$ cat config.mk
export PLATFORM = sky130hd
export DESIGN_NAME = imem_arbiter
export DESIGN_NICKNAME = d
export VERILOG_FILES = /design/src/rtl/imem_arbiter_pkg.sv /design/src/rtl/imem_addr_check.sv /design/src/rtl/imem_arbiter.sv
export SDC_FILE = /design/constraint.sdc
export NUM_CORES = 1
export LEC_CHECK = 0
export ABC_CLOCK_PERIOD_IN_PS = 2700
export CORE_MARGIN = 3
export CORE_UTILIZATION = 25
export CTS_BUF_LIST = sky130_fd_sc_hd__clkbuf_4 sky130_fd_sc_hd__clkbuf_8
export DETAILED_ROUTE_END_ITERATION = 7
export GPL_TIMING_DRIVEN = 0
export PLACE_DENSITY = 0.65
export SLEW_MARGIN = 5
export SYNTH_ARGS = -nofsm -noshare
export SYNTH_HDL_FRONTEND = slang
export SYNTH_SLANG_ARGS = --single-unit
$ cat constraint.sdc
create_clock -name clk -period 2.7 [get_ports clk]
set_input_delay 0.405 -clock clk [delete_from_list [all_inputs] [get_ports clk]]
set_output_delay 0.405 -clock clk [all_outputs]
set_load 0.005 [all_outputs]
$ cat src/rtl/imem_arbiter_pkg.sv
// imem_arbiter_pkg: shared state encoding and response constants for the
// instruction-memory arbiter.
package imem_arbiter_pkg;
    typedef enum logic [1:0] {ARB_IDLE, ARB_FETCH, ARB_LOAD} arb_state_t;
    localparam logic [31:0] ZERO          = 32'h0000_0000;
    localparam logic [31:0] IMEM_ERR_WORD = 32'hdead_beef;
endpackage

$ cat src/rtl/imem_addr_check.sv
// imem_addr_check: flags word accesses that are misaligned, in the upper half
// of the address space, or run past the end of the instruction memory.
module imem_addr_check
    import imem_arbiter_pkg::*;
#(
    parameter int unsigned MEM_DEPTH = 1024
) (
    input  logic [31:0] addr,
    output logic        err
);
    assign err = (addr >= 32'(MEM_DEPTH - 3)) || addr[31] || (addr[1:0] != ZERO[1:0]);
endmodule

$ cat src/rtl/imem_arbiter.sv
// imem_arbiter: shares one instruction memory between fetch and a loader.
// Define IMEM_ARB_STARVE_EN to force a fetch grant after STARVE_LIMIT denials.
module imem_arbiter
    import imem_arbiter_pkg::*;
#(
    parameter int unsigned MEM_DEPTH    = 1024,
    parameter int unsigned STARVE_LIMIT = 4
) (
    input  logic        clk,
    input  logic        rst,
    input  logic        f_req,
    input  logic [31:0] f_addr,
    output logic        f_gnt,
    output logic        f_rvalid,
    output logic [31:0] f_rdata,
    output logic        f_err,
    input  logic        l_req,
    input  logic        l_we,
    input  logic        l_lock,
    input  logic [31:0] l_addr,
    input  logic [31:0] l_wdata,
    output logic        l_gnt,
    output logic        l_rvalid,
    output logic [31:0] l_rdata,
    output logic        l_err,
    output logic [31:0] mem_addr,
    output logic [31:0] mem_data_in,
    output logic        mem_read_en,
    output logic        mem_write_en,
    input  logic [31:0] mem_data_out
);
    arb_state_t  state_q, state_d;
    logic        f_bad, l_bad, force_f, keep_l;
    logic        f_rvalid_q, l_rvalid_q, f_err_q, l_err_q;
    logic [31:0] f_rdata_q, l_rdata_q;

    if (STARVE_LIMIT < 1) begin : g_bad_limit
        $error("STARVE_LIMIT must be at least 1");
    end

    imem_addr_check #(.MEM_DEPTH(MEM_DEPTH)) u_f_chk (.addr(f_addr), .err(f_bad));
    imem_addr_check #(.MEM_DEPTH(MEM_DEPTH)) u_l_chk (.addr(l_addr), .err(l_bad));

`ifdef IMEM_ARB_STARVE_EN
    localparam int CW = $clog2(STARVE_LIMIT + 1);
    logic [CW-1:0] starve_cnt_q, starve_cnt_d;
    assign force_f      = f_req && (starve_cnt_q == CW'(STARVE_LIMIT));
    assign starve_cnt_d = (!f_req || f_gnt) ? '0 :
                          (starve_cnt_q == CW'(STARVE_LIMIT)) ? starve_cnt_q : starve_cnt_q + 1'b1;
    always_ff @(posedge clk) begin
        if (!rst)
            starve_cnt_q <= '0;
        else
            starve_cnt_q <= starve_cnt_d;
    end
`else
    assign force_f = 1'b0;
`endif

    // A locked loader keeps the port; otherwise it wins on plain priority.
    assign keep_l = (state_q == ARB_LOAD) && l_lock && l_req;
    assign l_gnt  = rst && !force_f && (keep_l || l_req);
    assign f_gnt  = rst && f_req && !l_gnt;

    assign mem_addr     = l_gnt ? l_addr : f_gnt ? f_addr : ZERO;
    assign mem_data_in  = l_gnt ? l_wdata : ZERO;
    assign mem_write_en = l_gnt && l_we && !l_bad;
    assign mem_read_en  = f_gnt || (l_gnt && !l_we);
    assign state_d      = l_gnt ? ARB_LOAD : f_gnt ? ARB_FETCH : ARB_IDLE;

    always_ff @(posedge clk) begin
        if (!rst) begin
            state_q    <= ARB_IDLE;
            f_rvalid_q <= 1'b0;
            l_rvalid_q <= 1'b0;
            f_err_q    <= 1'b0;
            l_err_q    <= 1'b0;
            f_rdata_q  <= ZERO;
            l_rdata_q  <= ZERO;
        end else begin
            state_q    <= state_d;
            f_rvalid_q <= f_gnt;
            l_rvalid_q <= l_gnt;
            f_err_q    <= f_gnt && f_bad;
            l_err_q    <= l_gnt && l_bad;
            if (f_gnt)
                f_rdata_q <= f_bad ? IMEM_ERR_WORD : mem_data_out;
            if (l_gnt)
                l_rdata_q <= l_we ? ZERO : l_bad ? IMEM_ERR_WORD : mem_data_out;
        end
    end

    assign f_rvalid = f_rvalid_q;
    assign f_rdata  = f_rdata_q;
    assign f_err    = f_err_q;
    assign l_rvalid = l_rvalid_q;
    assign l_rdata  = l_rdata_q;
    assign l_err    = l_err_q;
endmodule

==> PnR_summary.wiki, run 1 <==
{| class="wikitable"
! Metric !! Value
|-
| Result of the run || finished, final reports clean
|-
| Max-capacitance violation count || 0
|-
| Sequential area share after synthesis || 41.1%
|-
| Number of hold-repair buffers added at the cts stage || 0
|-
| Proportion of power drawn by the clock network || 32.9%
|-
| Max-slew violation count || 0
|-
| Final non-filler cell area || 6520 um2
|-
| Hold Violations, Final || 0
|-
| Count of pins on the block boundary || 270
|-
| Horiz. Die Dim || 121 um
|-
| Detail Placement HPWL || 13200 um
|-
| Placed insts || 834
|-
| Clock tree from TritonCTS || done
|-
| Initial DRC Count || 253
|-
| Vias post-DR || 4385
|-
| Register area || 1360 um2
|-
| GR met2 Demand/Resource || 39.7%
|-
| Crit path required time || 2.30 ns
|-
| Via count of the first global-routing pass || 4315
|-
| Starting Density || 26.0%
|-
| Met3 routing resource usage after global routing || 6.25%
|-
| Clk Latency, worst-skew pair || 0.34 ns
|-
| Number of nets in the finished design || 812
|-
| Cell area after placement || 6210 um2
|-
| Biggest fanout along the worst timing path || 2
|-
| DRT Pass-1 Iters || 4
|-
| Clock tree sinks || 68
|-
| Remaining Overflow, GRT || 0
|-
| Layout overhead on the synthesized area || 96.8%
|-
| DIE AREA || 14700 um2
|-
| Synth warnings || 0
|-
| Cell area power density || 395 nW/um2
|-
| Comb power frac || 25.2%
|-
| CTS buffer count || 9
|-
| Core occupancy in the finished layout || 51.1%
|-
| Maximum clock path buffer count || 2
|-
| Category of the most critical setup path || in -> out
|-
| Cell area after technology mapping || 3320 um2
|-
| First-pass GRT wire length || 24000 um
|-
| Register clock-pin slew on the reported worst setup and hold paths || 0.07 ns
|-
| Count of unresolved DRC violations after routing || 0
|-
| Post-route clock period utilization || 98.0%
|-
| Synthesized instance count || 394
|-
| Kind of end point of the critical path || output port
|-
| Area taken by multi-input logic gates || 1760 um2
|-
| Height of the die || 121 um
|-
| Routed length per placed instance || 19.2 um
|-
| Total length of routed wires || 16400 um
|-
| Headroom to the max-slew limit || 65.6%
|-
| CTS Root Cell || clkbuf_8
|-
| Synth Net Count || 528
|-
| Vias/cell || 5.13
|-
| Most common cell after layout, fill and taps aside || clkdlybuf4s50_1
|-
| Minimum clock period after layout || 2.65 ns
|-
| Distinct cell type count after synthesis || 29
|-
| Transition time of the tightest slew-check pin || 0.516 ns
|-
| GP Congestion || 0.878
|-
| Number of flip-flops and latches in the synthesized netlist || 68
|-
| Largest net degree at the start of global routing || 13
|-
| Post-route insts no fill || 855
|-
| Net switching share of the total power || 26.5%
|-
| Deepest level of the CTS H-tree || 3
|-
| Number of standard-cell rows in the floorplan || 41
|-
| Total routing resource utilization after global routing || 21.1%
|-
| Highest ir drop seen on vdd || 0.199 mV
|-
| Layout cell share with drive strength beyond 1 || 9.52%
|-
| Internal power || 1.89 mW
|-
| Area of the core || 12800 um2
|-
| Post-route clock skew || 0 ns
|-
| Switching power of the nets || 681 uW
|-
| Inserted Diodes || 0
|-
| Highest-count cells in the layout ignoring fill and taps || clkdlybuf4s50_1, dfxtp_1, a21oi_1, a31oi_1
|-
| Grt peak-use layer || met2
|-
| Syn avg cell area || 8.42 um2
|-
| Fraction of power consumed by sequential logic || 41.9%
|-
| Max frequency || 378 MHz
|-
| Antenna violations before repair || 0
|-
| Critical Path Start Type || primary input
|-
| # port buffers || 268
|-
| Setup TNS || 0 ns
|-
| Final Setup Violations || 0
|-
| Global Route met1 Usage || 22.9%
|-
| Number of filler cells placed in the layout || 1174
|-
| Type of the worst min-delay path || reg -> reg
|-
| Arrival time of data at the critical path endpoint || 2.24 ns
|-
| Remaining antenna violation count after routing || 0
|-
| Final Power || 2.57 mW
|-
| Total leakage power || 2.57 nW
|}
## worst max-delay path: stages
cell and delay [ns]:
clkdlybuf4s50_1 0.46, nor4_4 0.32, and4_1 0.24, buf_6 0.11, and4_1 0.20, clkdlybuf4s50_1 0.50
## power by group through the flow
stage,Combinational (mW),Sequential [mW],Clock (mW)
4_1_cts,0.648,1.08,0.867
2_1_floorplan,0.169,1.10,0
3_3_place_gp,0.633,1.10,0
3_5_place_dp,0.639,1.10,0
6_report,0.648,1.08,0.847
5_1_grt,0.695,1.09,0.905
## synth_stat cells
cell / number / share of area, %
and3_1: 32 / 6.0
nand3_1: 8 / 1.2
and4_1: 3 / 0.79
a31oi_1: 48 / 9.1
buf_4: 9 / 2.0
clkbuf_2: 1 / 0.15
and2_1: 11 / 2.1
dfxtp_1: 68 / 41
clkbuf_1: 14 / 1.6
buf_8: 1 / 0.45
buf_2: 21 / 3.2
a22o_1: 32 / 8.5
and3b_1: 1 / 0.26
a21boi_0: 1 / 0.23
o21ai_0: 16 / 2.4
nor4_2: 1 / 0.38
a32o_1: 7 / 2.1
clkbuf_4: 1 / 0.23
nand2_1: 10 / 1.1
inv_1: 1 / 0.11
inv_2: 1 / 0.11
and2b_1: 1 / 0.23
o31ai_1: 8 / 1.8
or2_1: 1 / 0.19
nand3b_4: 1 / 0.60
nor2_1: 24 / 2.7
nand4_1: 3 / 0.57
a21oi_1: 58 / 8.8
nor4_1: 11 / 2.1
## worst paths after layout
kind | from | endpoint | slack, ns | cells after the start
worst max-delay path | l_addr[27] | mem_write_en | 0.05 | 6
worst min-delay path | f_rdata[24]$_SDFFE_PN0P_ | f_rdata[24]$_SDFFE_PN0P_ | 0.47 | 2
worst max register to register | l_rdata[27]$_SDFFE_PN0P_ | l_rdata[27]$_SDFFE_PN0P_ | 1.98 | 2
worst min register to register | f_rdata[24]$_SDFFE_PN0P_ | f_rdata[24]$_SDFFE_PN0P_ | 0.47 | 2
## repair_timing
action                     4_1_cts  5_1_grt
setup endpoints to repair       68       56
setup buffers                    2        3
pin swaps                        3        7
resized for setup               11       14
## kinds of logic after synthesis
kind of cell,Yosys count,synth area share (%)
simple gates,107,18.3
flops,68,41.1
buf+inv,49,7.85
compound gates,170,32.8
## through the flow
step	hold slack, ns	worst slack [ns]
2_1_floorplan	0.449	1.05
5_1_grt	0.490	-0.00704
3_3_place_gp	0.439	-0.424
4_1_cts	0.472	-0.0284
6_report	0.468	0.0539
3_5_place_dp	0.459	-0.421
## metal layers
layer  routed length, um  vias up  share of wire, %
met5                   0        -                 0
met4                 186        0               1.1
met3                1690       14                10
met2                8480      245                52
met1                6020     2049                37
li1                    -     2077                 -
## sequential cells by signal, summed over array words and instances (netlist names)
| signal | count |
|---|---|
| l_rdata | 32 |
| f_err | 1 |
| l_err | 1 |
| f_rdata | 32 |
| f_rvalid | 1 |
| state_q | 1 |
## cell type report
class                      instances  share of cell area (%)
timing repair buffer             273                    41.7
multi-input combinational        277                    27.0
sequential                        68                    20.9
buffer                            47                    4.07
tap                              172                    3.30
clock buffer                      10                    2.01
clock inverter                     6                   0.997
inverter                           2                   0.115
(Power assumes the default switching activity.)
==> inputs of run 2 (changes only) <==
--- a/config.mk
+++ b/config.mk
@@ -5,7 +5,7 @@
 export SDC_FILE = /design/constraint.sdc
 export NUM_CORES = 1
 export LEC_CHECK = 0
-export ABC_CLOCK_PERIOD_IN_PS = 2700
+export ABC_CLOCK_PERIOD_IN_PS = 3100
 export CORE_MARGIN = 3
 export CORE_UTILIZATION = 25
 export CTS_BUF_LIST = sky130_fd_sc_hd__clkbuf_4 sky130_fd_sc_hd__clkbuf_8
==> constraint.sdc (replaced) <==
create_clock -name clk -period 3.1 [get_ports clk]
set_input_delay 0.465 -clock clk [delete_from_list [all_inputs] [get_ports clk]]
set_output_delay 0.465 -clock clk [all_outputs]
set_load 0.005 [all_outputs]
==> run 2 against run 1 <==
Effect of this change:
- hold slack better by 0.0017 ns
- largest power group unchanged
- first-iteration DRC count down 4.7%
- via count down 1.1%
- final cell count down 0.58%
==> PnR_summary.wiki, run 2 (synthesis gave the netlist of run 1 again) <==
{| class="wikitable"
! Metric !! Value
|-
| Net switching share of the total power || 26.3%
|-
| Critical Path Start Type || primary input
|-
| Cell family contributing the most delay on the critical path || buffers and inverters
|-
| Post-route clock period utilization || 94.8%
|-
| Switching power of the nets || 586 uW
|-
| Maximum clock path buffer count || 2
|-
| Max incr delay on CP || 0.50 ns
|-
| Headroom to the max-slew limit || 66.3%
|-
| Layout cell share with drive strength beyond 1 || 7.67%
|-
| Setup slack after placement || -0.141 ns
|-
| DIE AREA || 14700 um2
|-
| Horiz. Die Dim || 121 um
|-
| CTS Root Cell || clkbuf_8
|-
| Final non-filler cell area || 6410 um2
|-
| Launch point of the worst path || l_addr[13]
|-
| Kind of end point of the critical path || output port
|-
| Height of the die || 121 um
|-
| Placed insts || 834
|-
| CP bufs+invs || 3
|-
| Remaining Overflow, GRT || 0
|-
| Proportion of power drawn by the clock network || 33.1%
|-
| Crit path required time || 2.63 ns
|-
| Layout overhead on the synthesized area || 93.2%
|-
| Highest-count cells in the layout ignoring fill and taps || clkdlybuf4s50_1, dfxtp_1, a21oi_1, a31oi_1
|-
| Deepest level of the CTS H-tree || 3
|-
| GP Congestion || 0.878
|-
| Post-cts sizing count || 2
|-
| Biggest fanout along the worst timing path || 6
|-
| Cell area power density || 348 nW/um2
|-
| Transition time of the tightest slew-check pin || 0.505 ns
|-
| Area of the core || 12800 um2
|-
| Crit path to || mem_write_en
|-
| Total leakage power || 2.50 nW
|-
| Beginning of the worst register-to-register path || l_rdata[27]$_SDFFE_PN0P_
|-
| DRT Pass-1 Iters || 4
|-
| Clock tree sinks || 68
|-
| Number of nets in the finished design || 807
|-
| Setup bufs post-CTS || 0
|-
| GR met2 Demand/Resource || 39.4%
|-
| Fraction of power consumed by sequential logic || 42.1%
|-
| Result of the run || finished, final reports clean
|-
| Initial DRC Count || 241
|-
| Max frequency || 340 MHz
|-
| Path depth of the worst reg2reg path || 2
|-
| Type of the worst min-delay path || reg -> reg
|-
| Via count of the first global-routing pass || 4281
|-
| Arrival time of data at the critical path endpoint || 2.47 ns
|-
| Setup TNS || 0 ns
|-
| Hold Violations, Final || 0
|-
| Starting Density || 26.0%
|-
| Routed length per placed instance || 19.0 um
|-
| Ordered list of cells on the worst path || clkdlybuf4s50_1 > nor4_1 > and4_1 > buf_4 > and4_1 > clkdlybuf4s50_1
|-
| Vias post-DR || 4337
|-
| Vias/cell || 5.10
|-
| Core occupancy in the finished layout || 50.2%
|-
| Total length of routed wires || 16200 um
|-
| First-pass GRT wire length || 23800 um
|-
| Minimum clock period after layout || 2.94 ns
|-
| Register clock-pin slew on the reported worst setup and hold paths || 0.07 ns
|-
| Number of hold-repair buffers added at the cts stage || 0
|-
| Post-route insts no fill || 850
|-
| RSZ-0062 raised after global routing || no
|-
| Global Route met1 Usage || 22.9%
|-
| Antenna violations before repair || 0
|-
| Worst path depth || 6
|-
| Largest net degree at the start of global routing || 13
|-
| Max-capacitance violation count || 0
|-
| Grt peak-use layer || met2
|-
| Remaining antenna violation count after routing || 0
|-
| Most common cell after layout, fill and taps aside || clkdlybuf4s50_1
|-
| Total routing resource utilization after global routing || 21.0%
|-
| Met3 routing resource usage after global routing || 6.20%
|-
| Detail Placement HPWL || 13200 um
|-
| Count of unresolved DRC violations after routing || 0
|-
| Cell area after placement || 6210 um2
|-
| Number of standard-cell rows in the floorplan || 41
|-
| Inserted Diodes || 0
|-
| CTS buffer count || 9
|-
| Register area || 1360 um2
|-
| Comb power frac || 24.7%
|-
| Internal power || 1.65 mW
|-
| Worst path setup slack after routing || 0.161 ns
|-
| Max-slew violation count || 0
|-
| Worst R2R End || l_rdata[27]$_SDFFE_PN0P_
|-
| Count of pins on the block boundary || 270
|-
| Clock tree from TritonCTS || done
|-
| Minimum hold slack || 0.470 ns
|-
| Category of the most critical setup path || in -> out
|-
| Number of filler cells placed in the layout || 1191
|-
| Area taken by multi-input logic gates || 1690 um2
|-
| Setup slack, reg-to-reg || 2.36 ns
|-
| Cell with the largest stage delay on the worst path || clkdlybuf4s50_1
|-
| Post-route clock skew || 0 ns
|-
| Clk Latency, worst-skew pair || 0.34 ns
|-
| # port buffers || 268
|-
| Final Setup Violations || 0
|-
| Final Power || 2.23 mW
|-
| Highest ir drop seen on vdd || 0.174 mV
|}
run 2: cell types whose count changed in the layout (fill, tap and decap cells not counted), moves of 2 or more:
cell | before | now
buf_2 | 18 | 21
buf_4 | 16 | 9
clkbuf_2 | 4 | 1
clkdlybuf4s50_1 | 263 | 266
dlygate4sd2_1 | 0 | 2
dlymetal6s2s_1 | 3 | 0
nor4_1 | 6 | 11
nor4_4 | 4 | 0
run 2: layout make-up:
cell class	count	area share, %
plain buffers	47	3.94
clock inverters	6	1.02
clock buffers	10	2.05
repair buffers	268	41.8
flip-flops and latches	68	21.2
well taps	172	3.36
inverters	2	0.117
multi-input cells	277	26.4
run 2: how the worst min path moves through the flow:
stage                               end  cells past startpoint  slack [ns]                startpoint
4_1_cts        f_rdata[24]$_SDFFE_PN0P_                      2        0.47  f_rdata[24]$_SDFFE_PN0P_
3_3_place_gp    l_rdata[4]$_SDFFE_PN0P_                      2        0.44   l_rdata[4]$_SDFFE_PN0P_
3_5_place_dp   f_rdata[17]$_SDFFE_PN0P_                      2        0.46  f_rdata[17]$_SDFFE_PN0P_
5_1_grt        f_rdata[17]$_SDFFE_PN0P_                      2        0.49  f_rdata[17]$_SDFFE_PN0P_
2_1_floorplan   l_rdata[4]$_SDFFE_PN0P_                      2        0.45   l_rdata[4]$_SDFFE_PN0P_
6_report       f_rdata[24]$_SDFFE_PN0P_                      2        0.47  f_rdata[24]$_SDFFE_PN0P_
run 2: worst register-to-register path, delay by kind of cell (launching register included):
family	cells	cell delay [ns]
compound gates	2	0.28
flops	1	0.38
run 2: layer usage:
layer  wire length, um  share of wire (%)  up-vias
met1              5980                 37     2025
li1                  -                  -     2067
met2              8330                 52      235
met3              1670                 10       10
met4               193                1.2        0
met5                 0                  0        -
run 2: power by group through the flow:
stage / registers (mW) / clock network, mW / logic, mW
CTS: 0.941 / 0.755 / 0.558
finish: 0.940 / 0.739 / 0.552
floorplan: 0.959 / 0 / 0.147
global route: 0.945 / 0.788 / 0.594
global placement: 0.959 / 0 / 0.552
detailed placement: 0.961 / 0 / 0.557
==> inputs of run 3 (changes only) <==
==> constraint.sdc (replaced) <==
create_clock -name clk -period 3.1 [get_ports clk]
set_input_delay 0.62 -clock clk [delete_from_list [all_inputs] [get_ports clk]]
set_output_delay 0.62 -clock clk [all_outputs]
set_load 0.005 [all_outputs]
==> run 3 against run 2 <==
Effect of this change:
- critical endpoint is now mem_addr[28]
- largest power group unchanged
- maximum frequency decreased by 0.92%
- die area unchanged
- first-iteration DRC count decreased by 2.9%
==> PnR_summary.wiki, run 3 (synthesis gave the netlist of run 1 again) <==
{| class="wikitable"
! Metric !! Value
|-
| Biggest fanout along the worst timing path || 10
|-
| Category of the most critical setup path || in -> out
|-
| Total routing resource utilization after global routing || 21.2%
|-
| Core occupancy in the finished layout || 50.8%
|-
| Clock tree from TritonCTS || done
|-
| CTS Root Cell || clkbuf_8
|-
| Minimum clock period after layout || 2.97 ns
|-
| Total length of routed wires || 16200 um
|-
| Path depth of the worst reg2reg path || 2
|-
| Number of standard-cell rows in the floorplan || 41
|-
| Most common cell after layout, fill and taps aside || clkdlybuf4s50_1
|-
| Max frequency || 337 MHz
|-
| Vias/cell || 5.09
|-
| Total leakage power || 2.53 nW
|-
| Result of the run || finished, final reports clean
|-
| Maximum clock path buffer count || 2
|-
| Final Power || 2.24 mW
|-
| Largest net degree at the start of global routing || 13
|-
| Number of filler cells placed in the layout || 1182
|-
| Clk Latency, worst-skew pair || 0.34 ns
|-
| Inserted Diodes || 0
|-
| Headroom to the max-slew limit || 67.2%
|-
| Count of pins on the block boundary || 270
|-
| Layout cell share with drive strength beyond 1 || 9.38%
|-
| DRT Pass-1 Iters || 4
|-
| Max-slew violation count || 0
|-
| Beginning of the worst register-to-register path || l_rdata[27]$_SDFFE_PN0P_
|-
| GP Congestion || 0.878
|-
| Cell area power density || 345 nW/um2
|-
| Post-route clock skew || 0 ns
|-
| DIE AREA || 14700 um2
|-
| Crit path to || mem_addr[28]
|-
| Cell area after placement || 6210 um2
|-
| Initial DRC Count || 234
|-
| Starting Density || 26.0%
|-
| Remaining antenna violation count after routing || 0
|-
| Minimum hold slack || 0.469 ns
|-
| Highest-count cells in the layout ignoring fill and taps || clkdlybuf4s50_1, dfxtp_1, a21oi_1, a31oi_1
|-
| Vias post-DR || 4343
|-
| Launch point of the worst path || f_req
|-
| Register clock-pin slew on the reported worst setup and hold paths || 0.07 ns
|-
| First-pass GRT wire length || 24000 um
|-
| Horiz. Die Dim || 121 um
|-
| Type of the worst min-delay path || reg -> reg
|-
| Worst R2R End || l_rdata[27]$_SDFFE_PN0P_
|-
| Arrival time of data at the critical path endpoint || 2.35 ns
|-
| # port buffers || 268
|-
| RSZ-0062 raised after global routing || no
|-
| Antenna violations before repair || 0
|-
| Remaining Overflow, GRT || 0
|-
| Detail Placement HPWL || 13200 um
|-
| Crit path required time || 2.48 ns
|-
| Area of the core || 12800 um2
|-
| Transition time of the tightest slew-check pin || 0.492 ns
|-
| Critical Path Start Type || primary input
|-
| Final Setup Violations || 0
|-
| Layout overhead on the synthesized area || 95.8%
|-
| Kind of end point of the critical path || output port
|-
| Via count of the first global-routing pass || 4324
|-
| Hold Violations, Final || 0
|-
| Routed length per placed instance || 19.0 um
|-
| Number of nets in the finished design || 811
|-
| Height of the die || 121 um
|-
| Highest ir drop seen on vdd || 0.173 mV
|-
| Deepest level of the CTS H-tree || 3
|-
| Setup slack, reg-to-reg || 2.37 ns
|-
| Count of unresolved DRC violations after routing || 0
|-
| Clock tree sinks || 68
|-
| CTS buffer count || 9
|-
| Number of hold-repair buffers added at the cts stage || 0
|-
| Max-capacitance violation count || 0
|-
| Post-route clock period utilization || 95.7%
|-
| Final non-filler cell area || 6490 um2
|}
==> run 3: final cells by class <==
cell class | count | area [um2] | area share [%]
inverter | 2 | 7.51 | 0.116
timing repair buffer | 272 | 2710 | 41.7
sequential | 68 | 1360 | 21.0
buffer | 47 | 272 | 4.18
clock inverter | 6 | 65.1 | 1.00
clock buffer | 10 | 131 | 2.02
tap | 172 | 215 | 3.31
multi-input combinational | 277 | 1730 | 26.7
==> run 3: how the worst min path moves through the flow <==
stage	startpoint	endpoint	slack [ns]	cells past startpoint
floorplan	l_rdata[4]$_SDFFE_PN0P_	l_rdata[4]$_SDFFE_PN0P_	0.45	2
global placement	l_rdata[4]$_SDFFE_PN0P_	l_rdata[4]$_SDFFE_PN0P_	0.44	2
detailed placement	f_rdata[17]$_SDFFE_PN0P_	f_rdata[17]$_SDFFE_PN0P_	0.46	2
CTS	f_rdata[24]$_SDFFE_PN0P_	f_rdata[24]$_SDFFE_PN0P_	0.47	2
global route	f_rdata[17]$_SDFFE_PN0P_	f_rdata[17]$_SDFFE_PN0P_	0.49	2
finish	f_rdata[24]$_SDFFE_PN0P_	f_rdata[24]$_SDFFE_PN0P_	0.47	2
==> run 3: repair_timing <==
action / in CTS / in global routing
setup endpoints to repair: 68 / 33
setup buffers: 4 / 0
gates resized for setup: 15 / 6
pin swaps: 3 / 0
==> run 3: per-layer routing <==
layer  routed length (um)  track usage (%)  vias up
met5                    0                0        -
li1                     -                -     2082
met4                  235             5.88        0
met3                 1660             6.25       16
met1                 5940             22.8     2008
met2                 8410             39.9      237
==> run 3: where the power goes <==
part | switching (mW) | total [mW] | internal (mW)
logic | 0.205 | 0.560 | 0.355
clock network | 0.357 | 0.738 | 0.381
registers | 0.0268 | 0.941 | 0.914
==> run 3: critical path, stage by stage <==
cell and delay, ns:
clkdlybuf4s50_1 0.50, nand3b_4 0.09, inv_2 0.07, buf_4 0.18, buf_4 0.19, a22o_1 0.14
clkdlybuf4s50_1 0.55
==> run 3: stage by stage <==
stage / cells / setup TNS [ns] / setup WS (ns)
finish: 854 / 0 / 0.134
global route: 854 / 0 / 0.0100
CTS: 854 / 0 / 0.0123
detailed placement: 834 / -16.87 / -0.451
global placement: 834 / -15.18 / -0.454
floorplan: 394 / 0 / 1.02
